<file path="src/rtl/hazard_pkg.sv">
// Shared types and defaults for the fetch/decode hazard controller.
// Pure declarations: no logic, no latency, no flow control.
// State encoding, default widths and the NOP word that a flushed IF/ID holds.
package hazard_pkg;

    localparam int ADDR_W_DEF = 14;
    localparam int REG_AW_DEF = 5;

    localparam logic [31:0] NOP_INSTR = 32'h0000_0000;

    typedef enum logic [1:0] {
        RUN       = 2'd0,
        FLUSH     = 2'd1,
        IMEM_WAIT = 2'd2
    } hz_state_t;

endpackage

</file>
<file path="src/rtl/load_use_detect.sv">
// Load-use comparator: EX load writes a register the ID instruction reads.
// Latency: purely combinational, zero cycles.
// Backpressure: none; the consumer decides whether to stall.
module load_use_detect
    import hazard_pkg::*;
#(
    parameter int REG_AW = REG_AW_DEF
) (
    input  logic              ex_memread,
    input  logic [REG_AW-1:0] ex_rd,
    input  logic [REG_AW-1:0] id_rs,
    input  logic [REG_AW-1:0] id_rt,
    input  logic              id_uses_rt,
    output logic              lu
);

    // r0 is hardwired to zero, so a load into it never creates a dependency.
    assign lu = ex_memread && (ex_rd != '0) &&
                ((ex_rd == id_rs) || (id_uses_rt && (ex_rd == id_rt)));

endmodule

</file>
<file path="src/rtl/pipe_hazard_ctrl.sv">
// PC / IF-ID sequencing from load-use, taken jumps and imem ready; HAZ_STATS_EN adds counters.
// Latency: Mealy outputs, stalls and flushes act in the same cycle as their cause.
// Backpressure: imem_ready low freezes PC and IF/ID; pc_target and fetch_err are registered.
module pipe_hazard_ctrl
    import hazard_pkg::*;
#(
    parameter int ADDR_W    = ADDR_W_DEF,
    parameter int REG_AW    = REG_AW_DEF,
    parameter int FLUSH_CYC = 1,
    parameter int MAX_WAIT  = 15
) (
    input  logic              clk,
    input  logic              rst_n,
    input  logic [REG_AW-1:0] id_rs,
    input  logic [REG_AW-1:0] id_rt,
    input  logic              id_uses_rt,
    input  logic              ex_memread,
    input  logic [REG_AW-1:0] ex_rd,
    input  logic              jump_i,
    input  logic [ADDR_W-1:0] jump_target,
    input  logic              imem_ready,
    output logic              imem_req,
    output logic              pc_we,
    output logic              pc_sel,
    output logic [ADDR_W-1:0] pc_target,
    output logic              ifid_we,
    output logic              ifid_flush,
    output logic              idex_bubble,
    output logic              fetch_err
`ifdef HAZ_STATS_EN
    ,
    output logic [15:0]       stall_cnt,
    output logic [15:0]       flush_cnt,
    output logic [15:0]       wait_cnt
`endif
);

    localparam int WCNT_W = $clog2(MAX_WAIT + 1);
    localparam int CNT_W  = 2;

    hz_state_t         state, state_nxt;
    logic [CNT_W-1:0]  cnt, cnt_nxt;
    logic [WCNT_W-1:0] wcnt, wcnt_nxt;
    logic              pend_jump, pend_nxt;
    logic [ADDR_W-1:0] tgt_nxt;
    logic              err_nxt;
    logic              lu;
    logic              jump_eff;

    load_use_detect #(.REG_AW(REG_AW)) u_lu (
        .ex_memread (ex_memread),
        .ex_rd      (ex_rd),
        .id_rs      (id_rs),
        .id_rt      (id_rt),
        .id_uses_rt (id_uses_rt),
        .lu         (lu)
    );

    // A jump seen while waiting on imem is replayed on the cycle imem returns.
    assign jump_eff = jump_i || ((state == IMEM_WAIT) && pend_jump);

    always_comb begin
        state_nxt   = state;
        cnt_nxt     = cnt;
        wcnt_nxt    = wcnt;
        pend_nxt    = pend_jump;
        tgt_nxt     = pc_target;
        err_nxt     = fetch_err;
        imem_req    = 1'b1;
        pc_we       = 1'b1;
        pc_sel      = 1'b0;
        ifid_we     = 1'b1;
        ifid_flush  = 1'b0;
        idex_bubble = 1'b0;

        if (state == FLUSH) begin
            ifid_flush = 1'b1;
            cnt_nxt    = cnt - CNT_W'(1);
            if (cnt <= CNT_W'(1))
                state_nxt = RUN;
        end else if ((state == IMEM_WAIT) && !imem_ready) begin
            pc_we      = 1'b0;
            ifid_we    = 1'b0;
            ifid_flush = 1'b1;
            if (jump_i) begin
                pend_nxt = 1'b1;
                tgt_nxt  = jump_target;
            end
            if (wcnt == WCNT_W'(MAX_WAIT))
                err_nxt = 1'b1;
            else
                wcnt_nxt = wcnt + WCNT_W'(1);
        end else begin
            // RUN, or the IMEM_WAIT cycle in which imem comes back.
            state_nxt = RUN;
            pend_nxt  = 1'b0;
            if (jump_eff) begin
                pc_sel     = 1'b1;
                ifid_flush = 1'b1;
                if (jump_i)
                    tgt_nxt = jump_target;
                cnt_nxt = CNT_W'(FLUSH_CYC - 1);
                if (FLUSH_CYC > 1)
                    state_nxt = FLUSH;
            end else if (!imem_ready) begin
                pc_we      = 1'b0;
                ifid_we    = 1'b0;
                ifid_flush = 1'b1;
                state_nxt  = IMEM_WAIT;
                wcnt_nxt   = WCNT_W'(1);
            end else if (lu) begin
                pc_we       = 1'b0;
                ifid_we     = 1'b0;
                idex_bubble = 1'b1;
            end
        end

        if (!rst_n) begin
            imem_req    = 1'b0;
            pc_we       = 1'b0;
            pc_sel      = 1'b0;
            ifid_we     = 1'b0;
            ifid_flush  = 1'b1;
            idex_bubble = 1'b1;
        end
    end

    always_ff @(posedge clk or negedge rst_n) begin
        if (!rst_n) begin
            state     <= RUN;
            cnt       <= '0;
            wcnt      <= '0;
            pend_jump <= 1'b0;
            pc_target <= '0;
            fetch_err <= 1'b0;
        end else begin
            state     <= state_nxt;
            cnt       <= cnt_nxt;
            wcnt      <= wcnt_nxt;
            pend_jump <= pend_nxt;
            pc_target <= tgt_nxt;
            fetch_err <= err_nxt;
        end
    end

`ifdef HAZ_STATS_EN
    logic lu_stall, jmp_flush, in_wait;

    assign lu_stall  = rst_n && idex_bubble;
    assign jmp_flush = rst_n && (pc_sel || (state == FLUSH));
    assign in_wait   = (state == IMEM_WAIT);

    always_ff @(posedge clk or negedge rst_n) begin
        if (!rst_n) begin
            stall_cnt <= '0;
            flush_cnt <= '0;
            wait_cnt  <= '0;
        end else begin
            if (lu_stall && (stall_cnt != 16'hFFFF))
                stall_cnt <= stall_cnt + 16'd1;
            if (jmp_flush && (flush_cnt != 16'hFFFF))
                flush_cnt <= flush_cnt + 16'd1;
            if (in_wait && (wait_cnt != 16'hFFFF))
                wait_cnt <= wait_cnt + 16'd1;
        end
    end
`endif

endmodule

</file>
<file path="config.mk">
export PLATFORM = sky130hd
export DESIGN_NAME = pipe_hazard_ctrl
export DESIGN_NICKNAME = d
export VERILOG_FILES = /design/src/rtl/hazard_pkg.sv /design/src/rtl/load_use_detect.sv /design/src/rtl/pipe_hazard_ctrl.sv
export SDC_FILE = /design/constraint.sdc
export NUM_CORES = 1
export LEC_CHECK = 0
export CAP_MARGIN = 5
export CORE_MARGIN = 2
export CORE_UTILIZATION = 38
export DETAILED_ROUTE_END_ITERATION = 12
export GPL_TIMING_DRIVEN = 0
export PLACE_DENSITY_LB_ADDON = 0.08
export SLEW_MARGIN = 20
export SYNTH_ARGS = -nofsm -noshare
export SYNTH_HDL_FRONTEND = slang
export SYNTH_SLANG_ARGS = --single-unit
</file>
<file path="constraint.sdc">
create_clock -name clk -period 1.7 [get_ports clk]
set_input_delay 0.17 -clock clk [delete_from_list [all_inputs] [get_ports clk]]
set_output_delay 0.17 -clock clk [all_outputs]
set_load 0.01 [all_outputs]
</file>
# After elaboration in Yosys (flattened, before gate mapping)
# Cells that the tools add are included.
[word_totals]
regBits = 24
out_inout_bits = 21
input_bits = 35
[classes]
n_addsub = 2
n_mux = 39
n_lt_le_gt_ge = 1
n_eq_ne = 11
n_bitwise = 1
n_reduce_logical = 17
[ops]
columns = ["operator", "n"]
rows = [
  ["$mux 14", 3],
  ["$mux 1", 24],
  ["$mux 2", 8],
  ["$mux 4", 4],
  ["$eq 5x5->1", 2],
  ["$reduce_and 2->1", 4],
  ["$ne 2x1->1 const B", 3],
  ["$ne 2x2->1 const B", 3],
  ["$logic_and 1x1->1", 5],
  ["$reduce_bool 5->1", 1],
  ["$add 4x1->4 const B", 1],
  ["$eq 4x4->1 const B", 1],
  ["$reduce_and 4->1", 1],
  ["$reduce_bool 2->1", 2],
  ["$reduce_and 3->1", 1],
  ["$eq 2x1->1 const B", 1],
  ["$eq 2x2->1 const B", 1],
  ["$le 2x1->1 const B", 1],
  ["$logic_or 1x1->1", 2],
  ["$sub 2x1->2 const B", 1],
  ["$logic_not 1->1", 1],
  ["$not 1->1", 1],
]

# Depth between registers and ports, before layout
# Gate-level depths: netlist (run 1).
[depth]
depth_word = 10
depth_mapped = 7

# Modules after synthesis
# A second synthesis (run 1) with hierarchy kept.
[hier_totals]
cells_unflattened = 93
area_unflattened_um2 = 1142.3
[by_module_without_submodules]
columns = ["module", "area_per_inst_um2", "seq_area_each_um2", "cells_each", "n_inst"]
rows = [
  ["pipe_hazard_ctrl", 1009.7, 525.5, 76, 1],
  ["load_use_detect", 132.6, 0.0, 17, 1],
]

# Worst setup path before layout (run 1)
# No wires, ideal clock.
[synth_path]
kind = "input to output"
startpoint = "input ex_rd[3]"
endpoint = "output pc_we"
t_arrival_ps = 1269
stages = 5
path_slack_ps = 261
path_buffers = 1
t_required_ps = 1530
path_cell_list = "xor2_1 -> nor4_2 -> a32oi_1 -> o311a_1 -> buf_4"
[synth_via]
elab_chain_len = 10
[synth_rtl]
columns = ["element", "line_no", "rtl"]
rows = [
  ["from (decl)", "pipe_hazard_ctrl.sv:18", "input logic [REG_AW-1:0] ex_rd,"],
  ["$eq 5x5->1", "load_use_detect.sv:19", "((ex_rd == id_rs) || (id_uses_rt && (ex_rd == id_rt)));"],
  ["$logic_and 1x1->1", "load_use_detect.sv:19", ""],
  ["$logic_or 1x1->1", "load_use_detect.sv:19", ""],
  ["$logic_and 1x1->1 (*)", "load_use_detect.sv:18", "assign lu = ex_memread && (ex_rd != '0) &&"],
  ["$mux 1 (*) (6 in series)", "-", ""],
  ["to (decl)", "pipe_hazard_ctrl.sv:23", "output logic pc_we,"],
]
# Every way passes the cells marked *; elsewhere a longest branch is shown, timed or not.

# Final worst setup path (run 1)
[layout_path]
startpoint = "input id_rs[0]"
endpoint = "output ifid_we"
[layout_via]
elab_chain_len = 9
[layout_rtl]
columns = ["element", "line_no", "rtl"]
rows = [
  ["from (decl)", "pipe_hazard_ctrl.sv:14", "input logic [REG_AW-1:0] id_rs,"],
  ["$eq 5x5->1", "load_use_detect.sv:19", ""],
  ["$logic_or 1x1->1", "load_use_detect.sv:19", ""],
  ["$logic_and 1x1->1", "load_use_detect.sv:18", ""],
  ["$mux 1", "pipe_hazard_ctrl.sv:111", "end else if (lu) begin"],
  ["$mux 1", "pipe_hazard_ctrl.sv:105", "end else if (!imem_ready) begin"],
  ["$mux 1", "pipe_hazard_ctrl.sv:97", "if (jump_eff) begin"],
  ["$mux 1", "pipe_hazard_ctrl.sv:81", "end else if ((state == IMEM_WAIT) && !imem_ready) begin"],
  ["$mux 1", "pipe_hazard_ctrl.sv:76", "if (state == FLUSH) begin"],
  ["$mux 1", "pipe_hazard_ctrl.sv:118", "if (!rst_n) begin"],
  ["to (decl)", "pipe_hazard_ctrl.sv:26", "output logic ifid_we,"],
]
# Every way passes these cells.

==> results.cfg, run 1 <==
[logic_synthesis]
syn-instance-count = 92
yosys.area.top_type = dfrtp_1
syn_avg_cell_area_um2 = 11.3
ys_ff_latch = 21
synth.top_cells.by_count = 21 x dfrtp_1, 15 x mux2_2, 9 x xor2_1
yosysWarnings = 0
synth.cell_area_mm2 = 0.00104
synth_top_area_share_pct = 50.4
synthTopCellsByArea = dfrtp_1 50%, mux2_2 16%, xor2_1 7.6%
synthMuxAreaShare_pct = 16.2
seq_area_frac_synth_pct = 50.4
synth_top_family_by_area = multiplexers
synth_edf_count = 0
synthAdderAreaFrac_pct = 1.20
yosysMostFrequentCell = dfrtp_1
ys_types = 25
synthArstFlopShare_pct = 100
synth_xor_area_share_pct = 8.39
ys.flop_type = dfrtp_1
syn_nets = 128
synth_compound_area_share_pct = 9.47
synthSimpleGateAreaFrac_pct = 10.4

[sta]
period_share_pct = 97.4
setup_viol = 0
rsz0062_at_grt = false
finalSetupTns_ns = 0
hold_violations = 0
clock_skew_ns = 0.000585
slew_viol_final = 0
holdWs_ns = 0.337
slew_headroom_pct = 39.4
worst_pin_slew_ns = 0.907
clock.fmax_mhz = 604
fin_crit_ns = 1.66

[setup_path]
r2r_start = wcnt[0]
regToRegSetupSlack_ns = 0.09
endpoint_kind = output port
critical_path_arrival_ns = 1.49
rr_worst_depth = 5
path_max_fanout = 2
cp.required_ns = 1.53
critical_path_class = in2out
startpoint_type = primary input
crit_start = id_rs[0]
r2r_end = wcnt[3]

[min_path]
holdPathEnd = pc_target[13]
min-delay-start = jump_i
hold_depth = 2
hp-class = in2reg

[die]
die_y_um = 56.4
boundaryPins = 56
initial_core_util_pct = 38.8
core_area_mm2 = 0.00269
die_area_mm2 = 0.00318
chipWidth_um = 56.4
rows = 19

[finish]
fillers = 232
fin_nets = 190
multi_input_area_um2 = 523
diodes = 0
drive_gt1_share_pct = 27.5
seqCellArea_um2 = 526
fin_util_pct = 63.1
area.growth.synth_to_final_pct = 62.3

[place]
dp_hpwl_mm = 1.79
gp_congestion = 0.722
io_buffer_count = 54

[outcome]
status = completed

[drt]
vias_per_cell = 5.10
vias = 939
drt_iter0_markers = 20
drc = 0
wl_per_cell_um = 13.4
routed_wl_mm = 2.46
drt_pre_antenna_iters = 2
postRouteAntennaNets = 0

[clock_network]
cts_tree = yes
clk_latency_ns = 0.29
clkTransAtPathRegs_ns = 0.11
clock_sinks = 21
cts_buffers = 3
clockBufferDepth = 2
root_buffer = clkbuf_4
h-tree-depth = 1

[global_route]
antenna_found_initial = 0
track_usage_pct = 15.5
grt_max_degree = 22
grt_pass1_vias = 944
grt_pass1_wl_mm = 3.89
grt.overflow.total = 0

[job]
cap_violations = 0

[pwr]
power_uw = 1200
p_leak_uw = 0.000764
power_density_mw_per_mm2 = 707
vdd_drop_max_uv = 676
==> layout by cell type (no fill, tap or decap), types with 3 or more instances in the layout <==
cell type / count
o21ai_0: 3
clkdlybuf4s50_1: 35
dfrtp_1: 21
mux2_2: 15
nand2_1: 6
buf_2: 4
buf_4: 4
dlygate4sd2_1: 6
clkbuf_4: 3
xor2_1: 9
nor2_1: 6
dlymetal6s2s_1: 3
inv_1: 3
clkbuf_2: 5
==> cell type report <==
type	instances	share of cell area (%)
Tap cell	31	2.29
Timing Repair Buffer	58	31.9
Multi-Input combinational cell	63	30.9
Sequential cell	21	31.0
Clock buffer	4	1.55
Buffer	4	1.70
Inverter	3	0.665
==> power by group <==
part	leakage (uW)	internal [uW]	switching, uW	total, uW
sequential	0.000255	556	49.8	606
clock	0.0000150	91.3	137	229
combinational	0.000494	219	144	362
==> per-layer routing <==
| metal | global-route usage [%] | routed length, um | part of all wire [%] |
|---|---|---|---|
| met2 | 29.7 | 1360 | 56 |
| met4 | 3.06 | 0 | 0 |
| met1 | 16.5 | 927 | 38 |
| met3 | 4.84 | 165 | 6.7 |
| met5 | 0 | 0 | 0 |
==> how the worst max path moves through the flow <==
stage               endpoint  cells past startpoint
CTS                    pc_we                      7
global route         wcnt[3]                      5
finish               ifid_we                      6
floorplan              pc_we                      5
detailed placement     pc_we                      4
global placement       pc_we                      4
==> metrics by stage <==
stage          instances  cell area, um^2  setup WS [ns]
2_1_floorplan         92             1040          0.261
3_3_place_gp         177             1620         -0.839
3_5_place_dp         177             1620         -0.864
4_1_cts              182             1660        -0.0751
5_1_grt              184             1690        0.00173
6_report             184             1690         0.0439
==> state kept, by name, summed over array words and instances, names as in the netlist <==
| name | flops |
|---|---|
| wcnt | 4 |
| state | 1 |
| fetch_err | 1 |
| pc_target | 14 |
| pend_jump | 1 |
==> kinds of logic (layout without fill, tap and decap cells) <==
logic type      Yosys count  after routing
buf+inv                   8             69
xor+xnor                 10             10
flops                    21             21
fa+ha+maj                 1              1
compound gates           15             15
mux                      15             15
simple gates             22             22
==> what timing repair did <==
action                                  4_1_cts  5_1_grt
setup buffers                                 0        3
hold endpoints to repair                     21        0
cloned                                        0        0
hold buffers                                  1        0
gates resized for setup                      36       18
pin swaps                                     5        8
endpoints found under the setup margin        6        3
==> critical path, cell delays in order <==
cell and delay [ns]:
clkdlybuf4s50_1 0.41, xor2_1 0.14, nor2_1 0.13, a32oi_2 0.08
o311a_1 0.40, buf_2 0.15
(Power assumes the default switching activity.)
==> inputs of run 2 (changes only) <==
- CORE_MARGIN: 2 -> 3
==> run 2 against run 1 <==
The run now ends with setup timing left. Combinational power is 1% higher. Sequential power hardly changed. Core utilization is 4.1 points higher. Sequential share of layout area is 0.30 points lower. Clock power is 12% higher. Design area is 0.96% higher. Count of clock-buffer cells in the layout is 1 lower. Flip-flop and latch count stayed put. Non-clock buffer count is 2 higher. Global-route usage is 0.50 points higher. Clock skew hardly changed. Worst setup slack worse by 0.089 ns. Critical path type is now reg2out. Largest cell class unchanged.
==> results.cfg, run 2 (synthesis results as in run 1) <==
[outcome]
status = finished with violations
violations = setup timing

[sta]
hold_violations = 0
period_share_pct = 103
slew_viol_final = 0
fin_crit_ns = 1.74
clock.fmax_mhz = 573
slew_headroom_pct = 37.1
clock_skew_ns = 0.000911
rsz0062_at_grt = true
worst_pin_slew_ns = 0.940
setup_viol = 2
setup_ws_ns = -0.0446

[die]
core_area_mm2 = 0.00254
chipWidth_um = 58.4
initial_core_util_pct = 41.0
die_y_um = 58.4
boundaryPins = 56
rows = 18
die_area_mm2 = 0.00341

[pwr]
power_density_mw_per_mm2 = 716
p_int_uw = 870
switching_share_pct = 29.0
p_sw_uw = 355
power_uw = 1220
pwr-share-comb_pct = 29.9
vdd_drop_max_uv = 656
pwr-share-seq_pct = 49.2
p_leak_uw = 0.000757
p_clk_share_pct = 20.9

[place]
io_buffer_count = 54
dp_hpwl_mm = 1.96
gp_congestion = 0.690

[drt]
drt_iter0_markers = 47
vias = 933
routed_wl_mm = 2.61
drt_pre_antenna_iters = 4
postRouteAntennaNets = 0
wl_per_cell_um = 14.1
drc = 0
vias_per_cell = 5.04

[job]
cap_violations = 0

[setup_path]
path_max_fanout = 7
startpoint_type = flop
endpoint_kind = output port
critical_path_arrival_ns = 1.57
cp.required_ns = 1.53
critical_path_class = reg2out

[finish]
final_cell_mix = 35 x clkdlybuf4s50_1, 21 x dfrtp_1, 15 x mux2_2
fin_util_pct = 67.2
layout_commonest_cell = clkdlybuf4s50_1
fillers = 226
top_register = pc_target
largest_reg_flops = 14
area.growth.synth_to_final_pct = 63.9
diodes = 0
top_regs = pc_target x14, wcnt x4
drive_gt1_share_pct = 25.8
fin_nets = 192

[clock_network]
clk_latency_ns = 0.30
cts_buffers = 3
clock_sinks = 21
h-tree-depth = 1
clkTransAtPathRegs_ns = 0.13
cts_tree = yes
clockBufferDepth = 2
root_buffer = clkbuf_4

[global_route]
grt.overflow.total = 0
antenna_found_initial = 0
grt_pass1_vias = 950
track_usage_pct = 16.0
grt_max_degree = 22
grt_pass1_wl_mm = 4.29

[min_path]
hp-class = in2reg
[run 2: cell types whose count changed in the layout (fill, tap and decap cells not counted), moves of 2 or more]
cell,change
clkbuf_2,-5
clkdlybuf4s15_1,+3
buf_4,+2
dlygate4sd2_1,+2
dlymetal6s2s_1,-2
[run 2: power groups by stage]
stage / clock network (uW) / registers, uW / logic [uW]
floorplan: 0 / 620 / 141
global placement: 0 / 607 / 352
detailed placement: 0 / 611 / 361
CTS: 263 / 602 / 360
global route: 280 / 613 / 399
finish: 256 / 603 / 366
[run 2: final cells by class]
cell class,instances,area (um^2),share of cell area (%)
buffer,5,36.3,2.12
clock buffer,3,22.5,1.32
clock inverter,1,7.51,0.439
inverter,3,11.3,0.658
multi-input combinational,63,509,29.8
sequential,21,526,30.7
tap,30,37.5,2.19
timing repair buffer,59,561,32.8
[run 2: routing by layer]
| metal | GRT usage, % | vias up | share of wire (%) |
|---|---|---|---|
| li1 | - | 448 | - |
| met1 | 19.5 | 455 | 40 |
| met2 | 28.4 | 28 | 53 |
| met3 | 4.39 | 2 | 7.3 |
| met4 | 2.98 | 0 | 0.31 |
| met5 | 0 | - | 0 |
[run 2: final timing paths]
| check | from | cells past startpoint | to | slack, ns |
|---|---|---|---|---|
| min in group asynchronous | rst_n | 2 | wcnt[1] | 0.72 |
| min reg2reg | fetch_err | 1 | fetch_err | 0.49 |
| max in group asynchronous | rst_n | 2 | pc_target[0] | 0.41 |
| min | imem_ready | 3 | wcnt[2] | 0.27 |
| max reg2reg | wcnt[0] | 5 | wcnt[3] | 0.10 |
| max | state[1] | 7 | pc_we | -0.04 |
[run 2: repair_timing]
action                                  in CTS  in global routing
resized for setup                           47                  5
setup buffers                                1                  3
hold endpoints to repair                    21                  0
endpoints found under the setup margin       6                  3
hold buffers                                 1                  0
pin swaps                                    8                  3
gates cloned                                 0                  0
[run 2: worst max-delay path: stages (launching register included)]
cell and delay, ns:
dfrtp_1 0.36, buf_6 0.13, nand2b_4 0.07, nand2_4 0.07, nand2_2 0.04, o311a_1 0.34
buf_4 0.14, buf_6 0.11
[run 2: metrics by stage]
| step | instance area [um^2] | instances | hold slack (ns) | setup WS [ns] | TNS (ns) |
|---|---|---|---|---|---|
| after CTS | 1670 | 182 | 0.285 | -0.0813 | -0.0813 |
| after detailed placement | 1620 | 176 | 0.464 | -0.906 | -4.41 |
| after global routing | 1710 | 185 | 0.285 | -0.143 | -0.340 |
| after global placement | 1620 | 176 | 0.463 | -0.862 | -4.17 |
| after floorplan | 1040 | 92 | -0.126 | 0.261 | 0 |
| final | 1710 | 185 | 0.267 | -0.0446 | -0.0809 |
==> inputs of run 3 (changes only) <==
- CORE_MARGIN: 3 -> unset
==> run 3 against run 2 <==
The flow still finishes with violations (setup timing). Cell count fell by 1.6%. Worst setup slack improved by 0.021 ns. Core utilization rose by 1.4 points. Sequential power barely moved. Critical path type is now in2out.
==> results.cfg, run 3 (synthesis results as in run 1) <==
[setup_path]
cp.required_ns = 1.53
endpoint_kind = output port
r2r_end = wcnt[3]
critical_path_class = in2out
crit_start = id_rt[0]
endpoint = pc_we
rr_worst_depth = 5
critical_path_arrival_ns = 1.55
path_max_fanout = 2
regToRegSetupSlack_ns = 0.17
r2r_start = wcnt[0]
startpoint_type = primary input

[sta]
slew_headroom_pct = 39.9
hold_violations = 0
clock_skew_ns = 0.00161
setup_viol = 1
setup_ws_ns = -0.0238
clock.fmax_mhz = 580
slew_viol_final = 0
period_share_pct = 101
rsz0062_at_grt = true
worst_pin_slew_ns = 0.898
finalSetupTns_ns = -0.0238
fin_crit_ns = 1.72

[clock_network]
clockBufferDepth = 2
cts_tree = yes
clock_sinks = 21
root_buffer = clkbuf_4
cts_buffers = 3
clk_latency_ns = 0.30
clkTransAtPathRegs_ns = 0.11
h-tree-depth = 1

[drt]
wl_per_cell_um = 13.7
drt_pre_antenna_iters = 4
routed_wl_mm = 2.49
postRouteAntennaNets = 0
drc = 0
vias_per_cell = 4.99
drt_iter0_markers = 4
vias = 908

[global_route]
use_met3_pct = 6.11
grtUsageMet1_pct = 20.3
top_usage_layer = met2
grt_max_degree = 22
track_usage_pct = 18.2
grt.overflow.total = 0
use_met2_pct = 32.5
grt_pass1_vias = 885
grt_pass1_wl_mm = 3.75
antenna_found_initial = 0

[finish]
fillers = 201
seqCellArea_um2 = 526
multi_input_area_um2 = 569
drive_gt1_share_pct = 32.9
area.growth.synth_to_final_pct = 67.3
fin_nets = 189
largest_reg_flops = 14
layout.cells.non_filler = 182
top_register = pc_target
diodes = 0
final_cell_mix = 33 x clkdlybuf4s50_1, 21 x dfrtp_1, 15 x mux2_2
top_regs = pc_target x14, wcnt x4
layout_commonest_cell = clkdlybuf4s50_1

[die]
boundaryPins = 56
rows = 18
core_area_mm2 = 0.00254
die_area_mm2 = 0.00296
initial_core_util_pct = 41.0
chipWidth_um = 54.4
die_y_um = 54.4

[pwr]
power_density_mw_per_mm2 = 696
p_leak_uw = 0.000779
vdd_drop_max_uv = 693

[place]
io_buffer_count = 54
dp_hpwl_mm = 1.89
gp_congestion = 0.713
dp_cells = 176
preCtsSetupSlack_ns = -0.849

[outcome]
violations = setup timing
status = finished with violations

[min_path]
hp-class = in2reg

[job]
cap_violations = 0
run 3: cell types whose count changed in the layout (fill, tap and decap cells not counted), sizes merged, moves of 2 or more:
cell / before / now
clkbuf: 3 / 6
clkdlybuf4s15: 5 / 3
clkdlybuf4s50: 35 / 33
dlygate4sd2: 8 / 6
dlymetal6s2s: 1 / 3
run 3: power breakdown:
part	leakage (uW)	switching (uW)	total [uW]	internal, uW
combinational	0.000506	151	377	226
sequential	0.000255	47.5	604	556
clock	0.0000177	147	235	87.8
run 3: cell type report:
cell class	count	area share, %
plain buffers	5	2.08
clock buffers	3	1.29
clock inverters	1	0.287
inverters	3	0.645
multi-input cells	63	32.6
flip-flops and latches	21	30.1
well taps	30	2.15
repair buffers	56	30.8
run 3: worst min path at each step:
| stage | cells after the start | end | slack [ns] | startpoint |
|---|---|---|---|---|
| after floorplan | 0 | fetch_err | -0.13 | rst_n |
| after global placement | 1 | fetch_err | 0.46 | fetch_err |
| after detailed placement | 1 | fetch_err | 0.47 | fetch_err |
| after CTS | 2 | pc_target[12] | 0.28 | jump_i |
| after global routing | 2 | pc_target[13] | 0.29 | jump_i |
| final | 2 | pc_target[1] | 0.28 | jump_i |
run 3: timing repair:
item / in CTS / in global routing
hold endpoints to repair: 21 / 0
pin swaps: 7 / 9
buffers inserted: 1 / 0
hold buffers: 1 / 0
gates resized for setup: 43 / 31
setup endpoints to repair: 6 / 5
run 3: metrics by stage:
stage / hold WS [ns] / instance area [um^2] / utilization (%) / total power [uW]
2_1_floorplan: -0.126 / 1040 / - / 761
3_3_place_gp: 0.464 / 1620 / 63.7 / 959
3_5_place_dp: 0.474 / 1620 / 63.7 / 971
4_1_cts: 0.276 / 1670 / 65.6 / 1200
5_1_grt: 0.288 / 1750 / 68.6 / 1280
6_report: 0.284 / 1750 / 68.6 / 1220
run 3: critical path, stage by stage:
cell and delay, ns:
clkdlybuf4s50_1 0.50, xnor2_2 0.12, a32oi_2 0.13, o311a_1 0.38
buf_4 0.14, buf_6 0.11
run 3: routing by layer:
layer / up-vias / share of wire (%)
li1: 443 / -
met1: 443 / 39
met2: 20 / 55
met3: 2 / 5.2
met4: 0 / 0.76
met5: - / 0
